### src/rtl/seg7_pkg.sv
// Shared definitions for the seven-segment scan driver: segment codes,
// scan FSM state encoding and the hex-to-segment lookup.
package seg7_pkg;

  typedef enum logic {
    ST_SCAN = 1'b0,
    ST_DEAD = 1'b1
  } state_t;

  // Active-high patterns, bit order {dp,g,f,e,d,c,b,a}.
  localparam logic [7:0] SEG_OFF = 8'h00;
  localparam logic [7:0] SEG_0   = 8'h3F;
  localparam logic [7:0] SEG_1   = 8'h06;
  localparam logic [7:0] SEG_2   = 8'h5B;
  localparam logic [7:0] SEG_3   = 8'h4F;
  localparam logic [7:0] SEG_4   = 8'h66;
  localparam logic [7:0] SEG_5   = 8'h6D;
  localparam logic [7:0] SEG_6   = 8'h7D;
  localparam logic [7:0] SEG_7   = 8'h07;
  localparam logic [7:0] SEG_8   = 8'h7F;
  localparam logic [7:0] SEG_9   = 8'h6F;
  localparam logic [7:0] SEG_A   = 8'h77;
  localparam logic [7:0] SEG_B   = 8'h7C;
  localparam logic [7:0] SEG_C   = 8'h39;
  localparam logic [7:0] SEG_D   = 8'h5E;
  localparam logic [7:0] SEG_E   = 8'h79;
  localparam logic [7:0] SEG_F   = 8'h71;

  function automatic logic [7:0] hex_to_seg(input logic [3:0] nibble);
    case (nibble)
      4'h0:    return SEG_0;
      4'h1:    return SEG_1;
      4'h2:    return SEG_2;
      4'h3:    return SEG_3;
      4'h4:    return SEG_4;
      4'h5:    return SEG_5;
      4'h6:    return SEG_6;
      4'h7:    return SEG_7;
      4'h8:    return SEG_8;
      4'h9:    return SEG_9;
      4'hA:    return SEG_A;
      4'hB:    return SEG_B;
      4'hC:    return SEG_C;
      4'hD:    return SEG_D;
      4'hE:    return SEG_E;
      default: return SEG_F;
    endcase
  endfunction

endpackage

### src/rtl/seg7_hex_decode.sv
// Combinational nibble + decimal point to active-high segment pattern.
module seg7_hex_decode
  import seg7_pkg::*;
(
  input  logic [3:0] nibble,
  input  logic       dp,
  output logic [7:0] seg
);

  always_comb begin
    seg = hex_to_seg(nibble) | {dp, 7'b0000000};
  end

endmodule

### src/rtl/seg7_scan_driver.sv
// Time-multiplexed seven-segment scan driver with frame-synchronous double buffering.
// Optional leading-zero blanking is enabled by defining SEG7_LEADING_ZERO_BLANK_EN.
module seg7_scan_driver
  import seg7_pkg::*;
#(
  parameter int DIGITS         = 4,
  parameter int SCAN_DIV       = 50000,
  parameter int DEAD_CYC       = 2,
  parameter int SEG_ACTIVE_LOW = 1,
  parameter int DIG_ACTIVE_LOW = 1
) (
  input  logic                  clk,
  input  logic                  rst_n,
  input  logic [4*DIGITS-1:0]   data_in,
  input  logic [DIGITS-1:0]     dp_in,
  input  logic [DIGITS-1:0]     blank_in,
  input  logic                  load,
  output logic [7:0]            seg_out,
  output logic [DIGITS-1:0]     dig_sel,
  output logic                  frame_done
);

  localparam int CNT_MAX = (SCAN_DIV > DEAD_CYC) ? SCAN_DIV : DEAD_CYC;
  localparam int CNT_W   = $clog2(CNT_MAX + 1);
  localparam int IDX_W   = (DIGITS > 1) ? $clog2(DIGITS) : 1;
  localparam logic [CNT_W-1:0]  SCAN_TC  = CNT_W'(SCAN_DIV - 1);
  localparam logic [CNT_W-1:0]  DEAD_TC  = CNT_W'((DEAD_CYC > 0) ? DEAD_CYC - 1 : 0);
  localparam logic [IDX_W-1:0]  LAST_IDX = IDX_W'(DIGITS - 1);
  localparam logic [7:0]        SEG_IDLE = (SEG_ACTIVE_LOW != 0) ? 8'hFF : 8'h00;
  localparam logic [DIGITS-1:0] DIG_IDLE = (DIG_ACTIVE_LOW != 0) ? {DIGITS{1'b1}} : {DIGITS{1'b0}};

  state_t                state_q, state_d;
  logic [IDX_W-1:0]      idx_q, idx_d, idx_next;
  logic [CNT_W-1:0]      cnt_q, cnt_d;
  logic [4*DIGITS-1:0]   disp_data_q, disp_data_d, pend_data_q, pend_data_d;
  logic [DIGITS-1:0]     disp_dp_q, disp_dp_d, pend_dp_q, pend_dp_d;
  logic [DIGITS-1:0]     disp_blank_q, disp_blank_d, pend_blank_q, pend_blank_d;
  logic                  pend_vld_q, pend_vld_d;
  logic [7:0]            seg_q, seg_d;
  logic [DIGITS-1:0]     dig_q, dig_d;
  logic                  frame_done_q, frame_done_d;
  logic                  wrap;
  logic [DIGITS-1:0]     lz_mask;
  logic [3:0]            sel_nibble;
  logic                  sel_dp;
  logic                  sel_dark;
  logic [7:0]            seg_raw;
  logic [7:0]            lit_pat;
  logic [DIGITS-1:0]     onehot;

  assign idx_next = (idx_q == LAST_IDX) ? '0 : idx_q + 1'b1;

  always_comb begin
    state_d = state_q;
    idx_d   = idx_q;
    cnt_d   = cnt_q + 1'b1;
    wrap    = 1'b0;
    case (state_q)
      ST_SCAN: begin
        if (cnt_q == SCAN_TC) begin
          cnt_d = '0;
          if (DEAD_CYC == 0) begin
            idx_d = idx_next;
            wrap  = (idx_q == LAST_IDX);
          end else begin
            state_d = ST_DEAD;
          end
        end
      end
      default: begin
        if (cnt_q == DEAD_TC) begin
          cnt_d   = '0;
          state_d = ST_SCAN;
          idx_d   = idx_next;
          wrap    = (idx_q == LAST_IDX);
        end
      end
    endcase
  end

  // The swap reads the pending buffer as it was before this cycle, so a load
  // landing on the boundary stays pending for the following frame.
  always_comb begin
    disp_data_d  = disp_data_q;
    disp_dp_d    = disp_dp_q;
    disp_blank_d = disp_blank_q;
    pend_data_d  = pend_data_q;
    pend_dp_d    = pend_dp_q;
    pend_blank_d = pend_blank_q;
    pend_vld_d   = pend_vld_q;
    if (wrap && pend_vld_q) begin
      disp_data_d  = pend_data_q;
      disp_dp_d    = pend_dp_q;
      disp_blank_d = pend_blank_q;
      pend_vld_d   = 1'b0;
    end
    if (load) begin
      pend_data_d  = data_in;
      pend_dp_d    = dp_in;
      pend_blank_d = blank_in;
      pend_vld_d   = 1'b1;
    end
    frame_done_d = wrap;
  end

`ifdef SEG7_LEADING_ZERO_BLANK_EN
  always_comb begin : lz_scan
    logic run;
    lz_mask = '0;
    run     = 1'b1;
    for (int i = DIGITS - 1; i >= 1; i--) begin
      if (run && (disp_data_q[4*i +: 4] == 4'h0) && !disp_dp_q[i]) lz_mask[i] = 1'b1;
      else run = 1'b0;
    end
  end
`else
  assign lz_mask = '0;
`endif

  assign sel_nibble = disp_data_q[{idx_q, 2'b00} +: 4];
  assign sel_dp     = disp_dp_q[idx_q];
  assign sel_dark   = disp_blank_q[idx_q] | lz_mask[idx_q];
  assign onehot     = DIGITS'(1) << idx_q;

  seg7_hex_decode u_dec (
    .nibble (sel_nibble),
    .dp     (sel_dp),
    .seg    (seg_raw)
  );

  // A dark digit keeps its select asserted so all digits share one duty cycle.
  always_comb begin
    lit_pat = sel_dark ? SEG_OFF : seg_raw;
    seg_d   = SEG_IDLE;
    dig_d   = DIG_IDLE;
    if (state_q == ST_SCAN) begin
      seg_d = (SEG_ACTIVE_LOW != 0) ? ~lit_pat : lit_pat;
      dig_d = (DIG_ACTIVE_LOW != 0) ? ~onehot : onehot;
    end
  end

  always_ff @(posedge clk or negedge rst_n) begin
    if (!rst_n) begin
      state_q      <= ST_SCAN;
      idx_q        <= '0;
      cnt_q        <= '0;
      disp_data_q  <= '0;
      disp_dp_q    <= '0;
      disp_blank_q <= '0;
      pend_data_q  <= '0;
      pend_dp_q    <= '0;
      pend_blank_q <= '0;
      pend_vld_q   <= 1'b0;
      seg_q        <= SEG_IDLE;
      dig_q        <= DIG_IDLE;
      frame_done_q <= 1'b0;
    end else begin
      state_q      <= state_d;
      idx_q        <= idx_d;
      cnt_q        <= cnt_d;
      disp_data_q  <= disp_data_d;
      disp_dp_q    <= disp_dp_d;
      disp_blank_q <= disp_blank_d;
      pend_data_q  <= pend_data_d;
      pend_dp_q    <= pend_dp_d;
      pend_blank_q <= pend_blank_d;
      pend_vld_q   <= pend_vld_d;
      seg_q        <= seg_d;
      dig_q        <= dig_d;
      frame_done_q <= frame_done_d;
    end
  end

  assign seg_out    = seg_q;
  assign dig_sel    = dig_q;
  assign frame_done = frame_done_q;

endmodule

### config.mk
export PLATFORM = sky130hd
export DESIGN_NAME = seg7_scan_driver
export DESIGN_NICKNAME = d
export VERILOG_FILES = /design/src/rtl/seg7_pkg.sv /design/src/rtl/seg7_hex_decode.sv /design/src/rtl/seg7_scan_driver.sv
export SDC_FILE = /design/constraint.sdc
export NUM_CORES = 1
export LEC_CHECK = 0
export CELL_PAD_IN_SITES_DETAIL_PLACEMENT = 1
export CELL_PAD_IN_SITES_GLOBAL_PLACEMENT = 1
export CORE_MARGIN = 5
export CORE_UTILIZATION = 46
export DETAILED_ROUTE_END_ITERATION = 10
export PLACE_DENSITY_LB_ADDON = 0.1
export SYNTH_ARGS = -nofsm -noshare
export SYNTH_HDL_FRONTEND = slang
export SYNTH_SLANG_ARGS = --single-unit
### constraint.sdc
create_clock -name clk -period 2.8 [get_ports clk]
set_input_delay 0.84 -clock clk [delete_from_list [all_inputs] [get_ports clk]]
set_output_delay 0.84 -clock clk [all_outputs]
set_load 0.02 [all_outputs]
Yosys cells after proc, flatten, opt, wreduce, memory -nomap -nowiden

Memory sizes are Yosys's and may differ from the RTL's.
Cells that the tools add are included.

Eq/ne operators: 3
Order comparisons: 1
Reduce and logical (&&, ||, !) cells: 3
Add/subtract/negate cells: 2
Bitwise logic cells: 4
Mux-type cells: 20
Shift operators: 2

Operators by type and width:

| kind                  | count |
|---|---|
| $mux 16               | 3 |
| $add 16x1->16 const B | 1 |
| $eq 16x1->1 const B   | 1 |
| $eq 16x16->1 const B  | 1 |
| $mux 8                | 2 |
| $shiftx 16x5->4       | 1 |
| $mux 1                | 10 |
| $not 8->8             | 1 |
| $or 8x8->8            | 1 |
| $bmux 1 s2            | 3 |
| $mux 4                | 1 |
| $not 4->4             | 1 |
| $shl 1x2->4 const A   | 1 |
| $lt 2x3->1 const B    | 1 |
| $add 2x1->2 const B   | 1 |
| $eq 2x2->1 const B    | 1 |
| $mux 2                | 1 |
| $reduce_and 2->1      | 1 |
| $reduce_bool 2->1     | 1 |
| $logic_and 1x1->1     | 1 |
| $or 1x1->1            | 1 |

Word-level logic and storage cells: 49
Bits in registers: 81
Memory bits (read-only): 112
Output and inout port bits: 13
Memories: 1
Input bits: 27

Memory list:

| memory           | words | bits a word | read ports | clocked after memory_dff | wr ports | RTL line       | source |
|---|---|---|---|---|---|---|---|
| (name not given) | 16    | 7           | 1          | 0                        | 0        | seg7_pkg.sv:30 | `case (nibble)` |

Logic depth before layout (Yosys ltp)

Gate-level depths: netlist of the first run.

Depth after elaboration: 6
Depth in mapped cells: 7
Mapped depth without buffers: 6

By module

A second synthesis of the first run with hierarchy kept.

Cells, all modules: 272
Area total of the unflattened synthesis: 3,819.9 µm²

Modules (own cells, without submodules):

| module           | cells each | area an instance (µm²) | seq. area each (µm²) | instances |
|---|---|---|---|---|
| seg7_scan_driver | 238        | 3,524.6                | 2,042.0              | 1 |
| seg7_hex_decode  | 34         | 295.3                  | 0.0                  | 1 |

Worst setup path before layout of the first run

No wires, ideal clock.

Path kind: register -> register
Start point: register cnt_q[1]
End point: register disp_blank_q[0]
Period minus slack after synthesis: 2,159 ps
Setup time: 125 ps
Path slack: 641 ps
Stages on the path, launching flop included: 8
Data required time: 2,675 ps
Buffers on the path: 1
Data arrival time: 2,034 ps
Cell sequence: dfrtp_1 -> inv_1 -> ha_1 -> or4b_4 -> nor4_4 -> nand4_4 -> buf_6 -> mux2_4

Cells in the longest elaborated chain, start to end: 4

RTL lines:

| element                  | RTL line                | source |
|---|---|---|
| start: declaration       | seg7_scan_driver.sv:34  | `logic [CNT_W-1:0] cnt_q, cnt_d;` |
| start signal: assignment | seg7_scan_driver.sv:160 | `cnt_q <= cnt_d;` |
| $eq 16x1->1              | seg7_scan_driver.sv:71  | `if (cnt_q == DEAD_TC) begin` |
| $mux 1                   | seg7_scan_driver.sv:71  |  |
| $mux 1                   | seg7_scan_driver.sv:58  | `case (state_q)` |
| $logic_and 1x1->1        | seg7_scan_driver.sv:91  | `if (wrap && pend_vld_q) begin` |
| end signal: assignment   | seg7_scan_driver.sv:163 | `disp_blank_q <= disp_blank_d;` |
| end: declaration         | seg7_scan_driver.sv:37  | `logic [DIGITS-1:0] disp_blank_q, disp_blank_d, pend_blank_q, pend_blank_d;` |

No other way between the ends.
A chain may end at the register's enable or synchronous reset.

Final worst setup path of the first run

Start point: register cnt_q[1]
End point: register disp_dp_q[0]

Cells in the longest elaborated chain, start to end: 4

RTL lines:

| element                | RTL line                | source |
|---|---|---|
| $eq 16x1->1            | seg7_scan_driver.sv:71  |  |
| $mux 1                 | seg7_scan_driver.sv:71  |  |
| $mux 1                 | seg7_scan_driver.sv:58  |  |
| $logic_and 1x1->1      | seg7_scan_driver.sv:91  |  |
| end signal: assignment | seg7_scan_driver.sv:162 | `disp_dp_q <= disp_dp_d;` |
| end: declaration       | seg7_scan_driver.sv:36  | `logic [DIGITS-1:0] disp_dp_q, disp_dp_d, pend_dp_q, pend_dp_d;` |

No other way between the ends.

==> results of run 1 <==
power by group through the flow:
stage | Combinational [mW] | Sequential, mW | Clock (mW)
after floorplan | 0.0432 | 1.24 | 0
after global placement | 0.107 | 1.25 | 0
after detailed placement | 0.111 | 1.25 | 0
after CTS | 0.111 | 1.23 | 0.894
after global routing | 0.119 | 1.23 | 0.939
final | 0.107 | 1.23 | 0.854
cells by family (layout without fill, tap and decap cells):
| family | Yosys count | in the layout | synth area share [%] |
|---|---|---|---|
| adders and majority gates | 12 | 12 | 4.09 |
| DFF | 81 | 81 | 55.7 |
| buffers and inverters | 19 | 69 | 2.39 |
| AOI/OAI and AO/OA | 16 | 16 | 3.14 |
| xor gates and xnor gates | 13 | 13 | 3.10 |
| and+or+nand+nor | 66 | 66 | 10.2 |
| muxes | 57 | 57 | 21.4 |
final timing paths:
check	from	endpoint	slack, ns
max in group asynchronous	rst_n	cnt_q[3]	1.76
worst max-delay path	cnt_q[1]	disp_dp_q[0]	0.47
worst min-delay path	rst_n	pend_data_q[15]	0.44
worst min register to register	cnt_q[11]	cnt_q[11]	0.50
min in group clk	cnt_q[11]	cnt_q[11]	0.50
worst max register to register	cnt_q[1]	disp_dp_q[0]	0.47
layout make-up:
class,count,area share [%]
Multi-Input combinational cell,164,35.2
Timing Repair Buffer,42,9.67
Clock buffer,10,2.92
Clock inverter,6,1.66
Tap cell,102,2.92
Inverter,11,0.944
Sequential cell,81,46.7
flip-flops by register name, indices dropped and copies added (netlist names):
name,count
pend_data_q,16
cnt_q,16
dig_sel,4
idx_q,2
disp_data_q,16
seg_out,8
pend_vld_q,1
frame_done,1
disp_dp_q,4
pend_blank_q,4
disp_blank_q,4
state_q,1
pend_dp_q,4
Yosys cell counts (all sizes together), types with 2 or more instances:
cell type and number:
a211oi 2, a21oi 4, and4 2, buf 5
clkbuf 3, dfrtp 69, dfstp 12, ha 12
inv 11, mux2 51, mux4 6, nand2 17
nand3 7, nand4 4, nor2 14, nor2b 6
nor3 3, nor4 2, o21ai 2, o221ai 3
o31ai 2, or3 3, or4 4, or4b 2
xnor2 7, xor2 6
worst max-delay path, delay by kind of cell, from the launching register on:
kind / cells / cell delay (ns)
and+or+nand+nor: 3 / 0.98
muxes: 1 / 0.35
DFF: 1 / 0.41
buffers and inverters: 2 / 0.34
adders and majority gates: 1 / 0.12
metrics by stage:
| stage | utilization, % | hold WS (ns) | cell area (um^2) | std cells | setup WS [ns] |
|---|---|---|---|---|---|
| after detailed placement | 54.0 | 0.492 | 4170 | 400 | 0.453 |
| final | 56.6 | 0.441 | 4370 | 416 | 0.469 |
| after global placement | 54.0 | 0.484 | 4170 | 400 | 0.519 |
| after floorplan | - | 0.455 | 3670 | 264 | 0.641 |
| after global routing | 56.6 | 0.457 | 4370 | 416 | 0.344 |
| after CTS | 56.6 | 0.431 | 4370 | 416 | 0.445 |
layer usage:
metal  vias to the layer above  share of wire (%)  global-route usage [%]  routed length [um]
met4                         0                1.8                    6.30                 121
met3                         9                3.9                    4.07                 263
li1                       1028                  -                       -                   -
met1                      1101                 44                    18.8                2990
met5                         -                  0                       0                   0
met2                        45                 50                    24.7                3400
==> results by group, run 1 <==
Floorplan
  – Floorplan row count: 32
  – Initial Utilization: 47.5%
  – Die W: 99.3 um
  – DIE AREA: 9860 um^2
  – Total core area: 7730 um^2
  – I/O pins: 40
  – Chip height: 99.3 um

Hold path
  – Tightest Hold Check Type: in2async

Cells and area
  – Share of cells above drive strength 1: 29.9%
  – Most frequent cells in the layout: dfrtp_1 (69), clkdlybuf4s50_1 (38), mux2_2 (31), mux2_4 (20), nand2_1 (17)
  – Layout area overhead: 19.2%
  – Multi-input combinational cell area: 1540 um^2
  – Commonest non-fill, non-tap cell in the layout: dfrtp_1
  – Nets: 348
  – Ant diodes: 0
  – Fill count: 768
  – Reg area: 2040 um^2

Setup path
  – R2R cell count: 7
  – Crit path required time: 3.03 ns
  – Worst EP arrival: 2.56 ns
  – CP Class: reg2reg
  – CP max stage delay: 0.47 ns
  – Startpoint Class: flip-flop
  – Crit-path max FO: 24
  – Cell Chain, Critical Path: inv_1, ha_1, or4b_4, nor4_4, nand4_4, buf_4, mux2_4
  – Critical Path Slowest Stage Cell: or4b_4
  – Worst Setup End Kind: flip-flop

Synthesis
  – Synthesized cell area: 3670 um^2
  – Yosys top cell area share: 47.1%
  – Leading area contributor after synthesis: dfrtp_1
  – Synthesis-stage register bit count: 81
  – Synthesized area per cell: 13.9 um^2
  – Register area share after synthesis: 55.7%
  – Synth Flop Type: dfrtp_1
  – Syn_nets: 303
  – Main area contributors after synthesis: dfrtp_1 (47%), mux2_2 (9.5%), dfstp_2 (8.6%)
  – Yosys cell types: 37
  – Yosys warnings: 0
  – Ys async rst share: 100%
  – Post-synthesis cell count: 264
  – EDFF count, synth: 0

Global routing
  – Initial antenna violation count: 0
  – Largest net degree at the start of global routing: 47
  – Grt total ovfl: 0
  – Vias in the first global route: 2354
  – Global-route wire length before repair: 11.7 mm
  – GRT Total Usage: 15.1%

Timing
  – Slew @ Worst Pin: 0.553 ns
  – Fin crit share: 83.3%
  – Fmax: 0.429 GHz
  – Setup Skew: 0.0120 ns
  – RSZ-0062 raised after global routing: no
  – Final Critical Period: 2.33 ns
  – Fin. max-slew vios: 0
  – Final Hold Violating Endpoints: 0
  – Final setup viols: 0
  – TNS Setup: 0 ns
  – Slew Limit Headroom: 63.0%

Power and ir drop
  – Share of total power in combinational logic: 4.9%
  – LEAKAGE: 1.94 nW
  – Pwr Density: 500 nW/um^2
  – Clk pwr share: 39.1%
  – Net Sw Frac: 22.5%
  – Internal Power: 1.69 mW
  – Sw power: 492 uW
  – Total power: 2.19 mW
  – Peak supply drop: 0.000254 V
  – Sequential power share: 56.0%

Clock tree
  – Sinks on the clock net: 81
  – Number of setup buffers added after CTS: 0
  – Clock transition at path regs: 0.08 ns
  – TritonCTS Buffers: 9
  – CTS Buffer Depth: 2
  – Post-cts repair resize count: 0
  – TritonCTS clock tree: built
  – Clock Latency Late Sink: 0.35 ns
  – Root Driver: clkbuf_8
  – H-Tree Depth: 3
  – Cts hold-fix bufs: 0

Job
  – Max cap viols: 0

Place
  – Final GP Congestion: 0.771
  – Detail Placement HPWL: 4.98 mm
  – PortBufs: 39

Detailed routing
  – First DRT Iteration DRCs: 48
  – Post-DR wirelength/cell: 16.3 um
  – Vias/cell: 5.25
  – Via Count: 2183
  – DRC Markers: 0
  – DRT Pass-1 Iters: 6
  – WL final: 6.77 mm
  – Routed Antenna Nets: 0

Status
  – Status: finished, final reports clean
(Power assumes the default switching activity.)
==> run 2, diff against run 1 <==
==> constraint.sdc (replaced) <==
create_clock -name clk -period 2.4 [get_ports clk]
set_input_delay 0.72 -clock clk [delete_from_list [all_inputs] [get_ports clk]]
set_output_delay 0.72 -clock clk [all_outputs]
set_load 0.02 [all_outputs]
==> results by group, run 2 (same netlist as run 1, synthesis figures left out) <==
Clock tree
  – Sinks on the clock net: 81
  – Clock transition at path regs: 0.08 ns
  – Number of setup buffers added after CTS: 0
  – TritonCTS clock tree: built
  – Post-cts repair resize count: 0
  – TritonCTS Buffers: 9
  – H-Tree Depth: 3
  – Cts hold-fix bufs: 0
  – Clock Latency Late Sink: 0.34 ns
  – CTS Buffer Depth: 2
  – Root Driver: clkbuf_8

Power and ir drop
  – Clk pwr share: 40.8%
  – Internal Power: 2.09 mW
  – Share of total power in combinational logic: 4.8%
  – Sw power: 539 uW
  – Peak supply drop: 0.000317 V
  – Total power: 2.63 mW
  – Pwr Density: 591 nW/um^2
  – Sequential power share: 54.3%
  – Net Sw Frac: 20.5%
  – LEAKAGE: 1.98 nW

Setup path
  – Worst reg2reg path startpoint: cnt_q[1]
  – CP Class: reg2reg
  – R2R cell count: 7
  – CP startpoint: cnt_q[1]
  – Worst Setup End Kind: flip-flop
  – Crit path required time: 2.62 ns
  – Worst EP arrival: 2.46 ns
  – Crit-path max FO: 24
  – Startpoint Class: flip-flop

Floorplan
  – DIE AREA: 9860 um^2
  – Total core area: 7730 um^2
  – I/O pins: 40
  – Floorplan row count: 32
  – Initial Utilization: 47.5%
  – Die W: 99.3 um
  – Chip height: 99.3 um

Cells and area
  – Most frequent cells in the layout: dfrtp_1 (69), clkdlybuf4s50_1 (38), mux2_2 (31), mux2_4 (20), nand2_1 (17)
  – Fill count: 750
  – Nets: 353
  – Biggest regs: cnt_q x16, disp_data_q x16, pend_data_q x16
  – Reg area: 2040 um^2
  – Final Cell Area: 4450 um^2
  – Share of cells above drive strength 1: 31.1%
  – Final core occ: 57.6%
  – Non-filler cells, final: 420
  – Multi-input combinational cell area: 1540 um^2
  – Layout area overhead: 21.4%
  – Ant diodes: 0
  – Commonest non-fill, non-tap cell in the layout: dfrtp_1

Timing
  – RSZ-0062 raised after global routing: no
  – Final Hold Violating Endpoints: 0
  – Setup Skew: 0.00513 ns
  – Final Critical Period: 2.24 ns
  – Fin. max-slew vios: 0
  – Slew Limit Headroom: 71.2%
  – TNS Setup: 0 ns
  – Slew @ Worst Pin: 0.432 ns
  – Final worst setup slack: 0.162 ns
  – Worst hold slack: 0.267 ns
  – Fin crit share: 93.3%
  – Final setup viols: 0
  – Fmax: 0.447 GHz

Place
  – Dpl cell area: 4230 um^2
  – Dpl ws: 0.167 ns
  – PortBufs: 39
  – Dpl cells: 405
  – Final GP Congestion: 0.795
  – Detail Placement HPWL: 4.89 mm

Detailed routing
  – Via Count: 2205
  – Routed Antenna Nets: 0
  – First DRT Iteration DRCs: 66
  – DRT Pass-1 Iters: 4
  – WL final: 6.77 mm
  – DRC Markers: 0
  – Vias/cell: 5.25
  – Post-DR wirelength/cell: 16.1 um

Global routing
  – Largest net degree at the start of global routing: 61
  – Global-route wire length before repair: 12.0 mm
  – GRT Total Usage: 15.2%
  – Vias in the first global route: 2459
  – Initial antenna violation count: 0
  – Grt total ovfl: 0

Hold path
  – Tightest Hold Check Type: in2async

Status
  – Status: finished, final reports clean

Job
  – Max cap viols: 0
==> run 2: changes by cell type in the layout (fill, tap and decap cells not counted), sizes merged <==
cell	delta
clkinvlp	+1
inv	-3
buf	+5
bufinv	+1
==> run 2: worst paths after layout <==
kind / end / slack [ns]
worst max-delay path: disp_dp_q[1] / 0.16
worst min-delay path: state_q / 0.27
worst max register to register: disp_dp_q[1] / 0.16
worst min register to register: cnt_q[11] / 0.50
max in group asynchronous: seg_out[7] / 1.52
min in group clk: cnt_q[11] / 0.50
==> run 2: worst max-delay path, cell delays in order, from the launching register on <==
cell and delay (ns):
dfrtp_1 0.41, inv_1 0.07, ha_1 0.13, or4b_4 0.48, nor4_4 0.38, nand4_4 0.14
buf_12 0.20, mux2_4 0.31
==> run 2: cell type report <==
cell class              count  area share, %
clock buffers              10           3.09
clock inverters             5           1.80
flip-flops and latches     81           45.9
inverters                  11          0.927
well taps                 102           2.87
repair buffers             47           10.9
multi-input cells         164           34.5
==> run 2: metal layers <==
layer,vias up,GRT usage (%),wire length (um)
met5,-,0,0
met4,0,5.15,76
met2,42,24.7,3280
li1,1024,-,-
met3,10,2.59,212
met1,1129,20.6,3210
==> run 2: power by group through the flow <==
stage / combinational [mW] / clock [mW] / sequential, mW
5_1_grt: 0.142 / 1.18 / 1.44
3_5_place_dp: 0.132 / 0 / 1.46
4_1_cts: 0.132 / 1.12 / 1.43
2_1_floorplan: 0.0504 / 0 / 1.45
3_3_place_gp: 0.128 / 0 / 1.45
6_report: 0.128 / 1.07 / 1.43
==> run 3, diff against run 2 <==
--- a/config.mk
+++ b/config.mk
@@ -5,12 +5,15 @@
 export SDC_FILE = /design/constraint.sdc
 export NUM_CORES = 1
 export LEC_CHECK = 0
+export ABC_AREA = 0
 export CELL_PAD_IN_SITES_DETAIL_PLACEMENT = 1
 export CELL_PAD_IN_SITES_GLOBAL_PLACEMENT = 1
 export CORE_MARGIN = 5
-export CORE_UTILIZATION = 46
+export CORE_UTILIZATION = 47
 export DETAILED_ROUTE_END_ITERATION = 10
 export PLACE_DENSITY_LB_ADDON = 0.1
+export SLEW_MARGIN = 20
 export SYNTH_ARGS = -nofsm -noshare
 export SYNTH_HDL_FRONTEND = slang
+export SYNTH_HIERARCHICAL = 1
 export SYNTH_SLANG_ARGS = --single-unit
==> results by group, run 3 <==
Detailed routing
  – WL final: 7.40 mm
  – Vias/cell: 5.24
  – DRC Markers: 0
  – Via Count: 2238
  – First DRT Iteration DRCs: 42
  – Post-DR wirelength/cell: 17.3 um
  – DRT Pass-1 Iters: 4
  – Routed Antenna Nets: 0

Global routing
  – Largest net degree at the start of global routing: 46
  – Global-route wire length before repair: 12.9 mm
  – Grt total ovfl: 0
  – Vias in the first global route: 2521
  – Initial antenna violation count: 0
  – GRT Total Usage: 16.6%

Synthesis
  – Commonest cells post-synth: dfrtp_1 (69), mux2_2 (32), mux2_4 (20), nand2_1 (19)
  – Synthesized area per cell: 14.0 um^2
  – Yosys warnings: 6
  – Main area contributors after synthesis: dfrtp_1 (45%), mux2_2 (9.4%), dfstp_2 (8.3%)
  – Leading area contributor after synthesis: dfrtp_1
  – Synth Flop Type: dfrtp_1
  – Synthesis-stage register bit count: 81
  – EDFF count, synth: 0
  – Synthesized cell area: 3820 um^2
  – Most frequent cell after synthesis: dfrtp_1
  – Ys async rst share: 100%
  – Syn_nets: 312
  – Post-synthesis cell count: 272
  – Yosys cell types: 46
  – Yosys top cell area share: 45.2%
  – Register area share after synthesis: 53.5%

Power and ir drop
  – Peak supply drop: 0.000348 V
  – Total power: 2.54 mW
  – LEAKAGE: 2.00 nW
  – Pwr Density: 562 nW/um^2

Cells and area
  – Most frequent cells in the layout: dfrtp_1 (69), clkdlybuf4s50_1 (38), mux2_2 (32), mux2_4 (20), nand2_1 (19)
  – Share of cells above drive strength 1: 32.3%
  – Fill count: 764
  – Commonest non-fill, non-tap cell in the layout: dfrtp_1
  – Ant diodes: 0
  – Final core occ: 57.9%
  – Nets: 360
  – Final Cell Area: 4520 um^2
  – Layout area overhead: 18.4%
  – Biggest regs: cnt_q x16, disp_data_q x16, pend_data_q x16
  – Non-filler cells, final: 427

Place
  – Detail Placement HPWL: 5.26 mm
  – PortBufs: 39
  – Final GP Congestion: 0.768
  – Dpl cells: 411
  – Dpl ws: 0.244 ns
  – Dpl cell area: 4330 um^2

Setup path
  – Critical Path Slowest Stage Cell: clkdlybuf4s50_1
  – Cell family with most CP delay: buffers and inverters
  – Cell Chain, Critical Path: clkdlybuf4s50_1
  – Crit path required time: 1.68 ns
  – CP max stage delay: 0.59 ns
  – Startpoint Class: flip-flop
  – Worst EP arrival: 1.46 ns
  – Crit-path max FO: 1
  – CP Class: reg2out
  – Crit path buf inv count: 1
  – Worst Setup End Kind: primary output

Clock tree
  – TritonCTS clock tree: built
  – Post-cts repair resize count: 0
  – Number of setup buffers added after CTS: 0
  – Sinks on the clock net: 81
  – TritonCTS Buffers: 9
  – CTS Buffer Depth: 2
  – Clock Latency Late Sink: 0.34 ns
  – Clock transition at path regs: 0.08 ns
  – Cts hold-fix bufs: 0
  – H-Tree Depth: 3
  – Root Driver: clkbuf_8

Timing
  – Slew Limit Headroom: 59.1%
  – Final Critical Period: 2.18 ns
  – Final Hold Violating Endpoints: 0
  – Setup Skew: 0.00938 ns
  – Fin. max-slew vios: 0
  – TNS Setup: 0 ns
  – Fmax: 0.459 GHz
  – Final worst setup slack: 0.220 ns
  – Fin crit share: 90.8%
  – Final setup viols: 0
  – Slew @ Worst Pin: 0.612 ns
  – RSZ-0062 raised after global routing: no
  – Worst hold slack: 0.364 ns

Floorplan
  – Chip height: 100 um
  – I/O pins: 40
  – Total core area: 7810 um^2
  – Initial Utilization: 48.9%
  – Floorplan row count: 32
  – DIE AREA: 10000 um^2
  – Die W: 100 um

Hold path
  – Tightest Hold Check Type: in2async

Job
  – Max cap viols: 0

Status
  – Status: finished, final reports clean
==> run 3: changes by cell type after synthesis, moves of 3 or more <==
cell,change
nand2b_1,+6
nor2b_1,-5
nand4_1,+4
or4_1,-4
o221ai_1,-3
==> run 3: report_power, final <==
part	switching (mW)	total, mW	internal (mW)
clock network	0.482	0.988	0.506
logic	0.0499	0.128	0.0784
registers	0.0228	1.43	1.41
total	0.554	2.54	1.99
==> run 3: per-layer routing <==
metal	part of all wire, %	up-vias	global-route usage, %
met5	0	-	0
met4	1.2	0	4.97
met3	3.4	5	4.17
met2	49	41	26.6
met1	46	1140	22.3
li1	-	1052	-
==> run 3: final timing paths <==
check                                from             end  slack [ns]  cells past startpoint
setup / recovery               dig_sel[2]      dig_sel[2]        0.22                      1
hold / removal                      rst_n    pend_dp_q[0]        0.36                      1
setup reg to reg                 cnt_q[1]  disp_data_q[5]        0.24                      7
hold reg to reg            pend_data_q[2]  disp_data_q[2]        0.50                      1
max in group asynchronous           rst_n  pend_data_q[1]        1.37                      2
min in group clk           pend_data_q[2]  disp_data_q[2]        0.50                      1
==> run 3: final cells by class <==
class                      count  area [um^2]  share of cell area, %
clock buffer                  11          141                   3.13
clock inverter                 5         55.1                   1.22
inverter                       9         33.8                  0.747
multi-input combinational    171         1660                   36.6
sequential                    81         2040                   45.1
tap                          102          128                   2.82
timing repair buffer          48          468                   10.3
==> run 3: cell families (layout without fill, tap and decap cells) <==
family / Yosys count / count (layout) / share of synthesized area, %
xor gates and xnor gates: 13 / 13 / 2.98
DFF: 81 / 81 / 53.5
muxes: 61 / 61 / 22.0
and+or+nand+nor: 71 / 71 / 11.2
adders and majority gates: 13 / 13 / 4.26
buffers and inverters: 20 / 73 / 3.21
AOI/OAI and AO/OA: 13 / 13 / 2.82
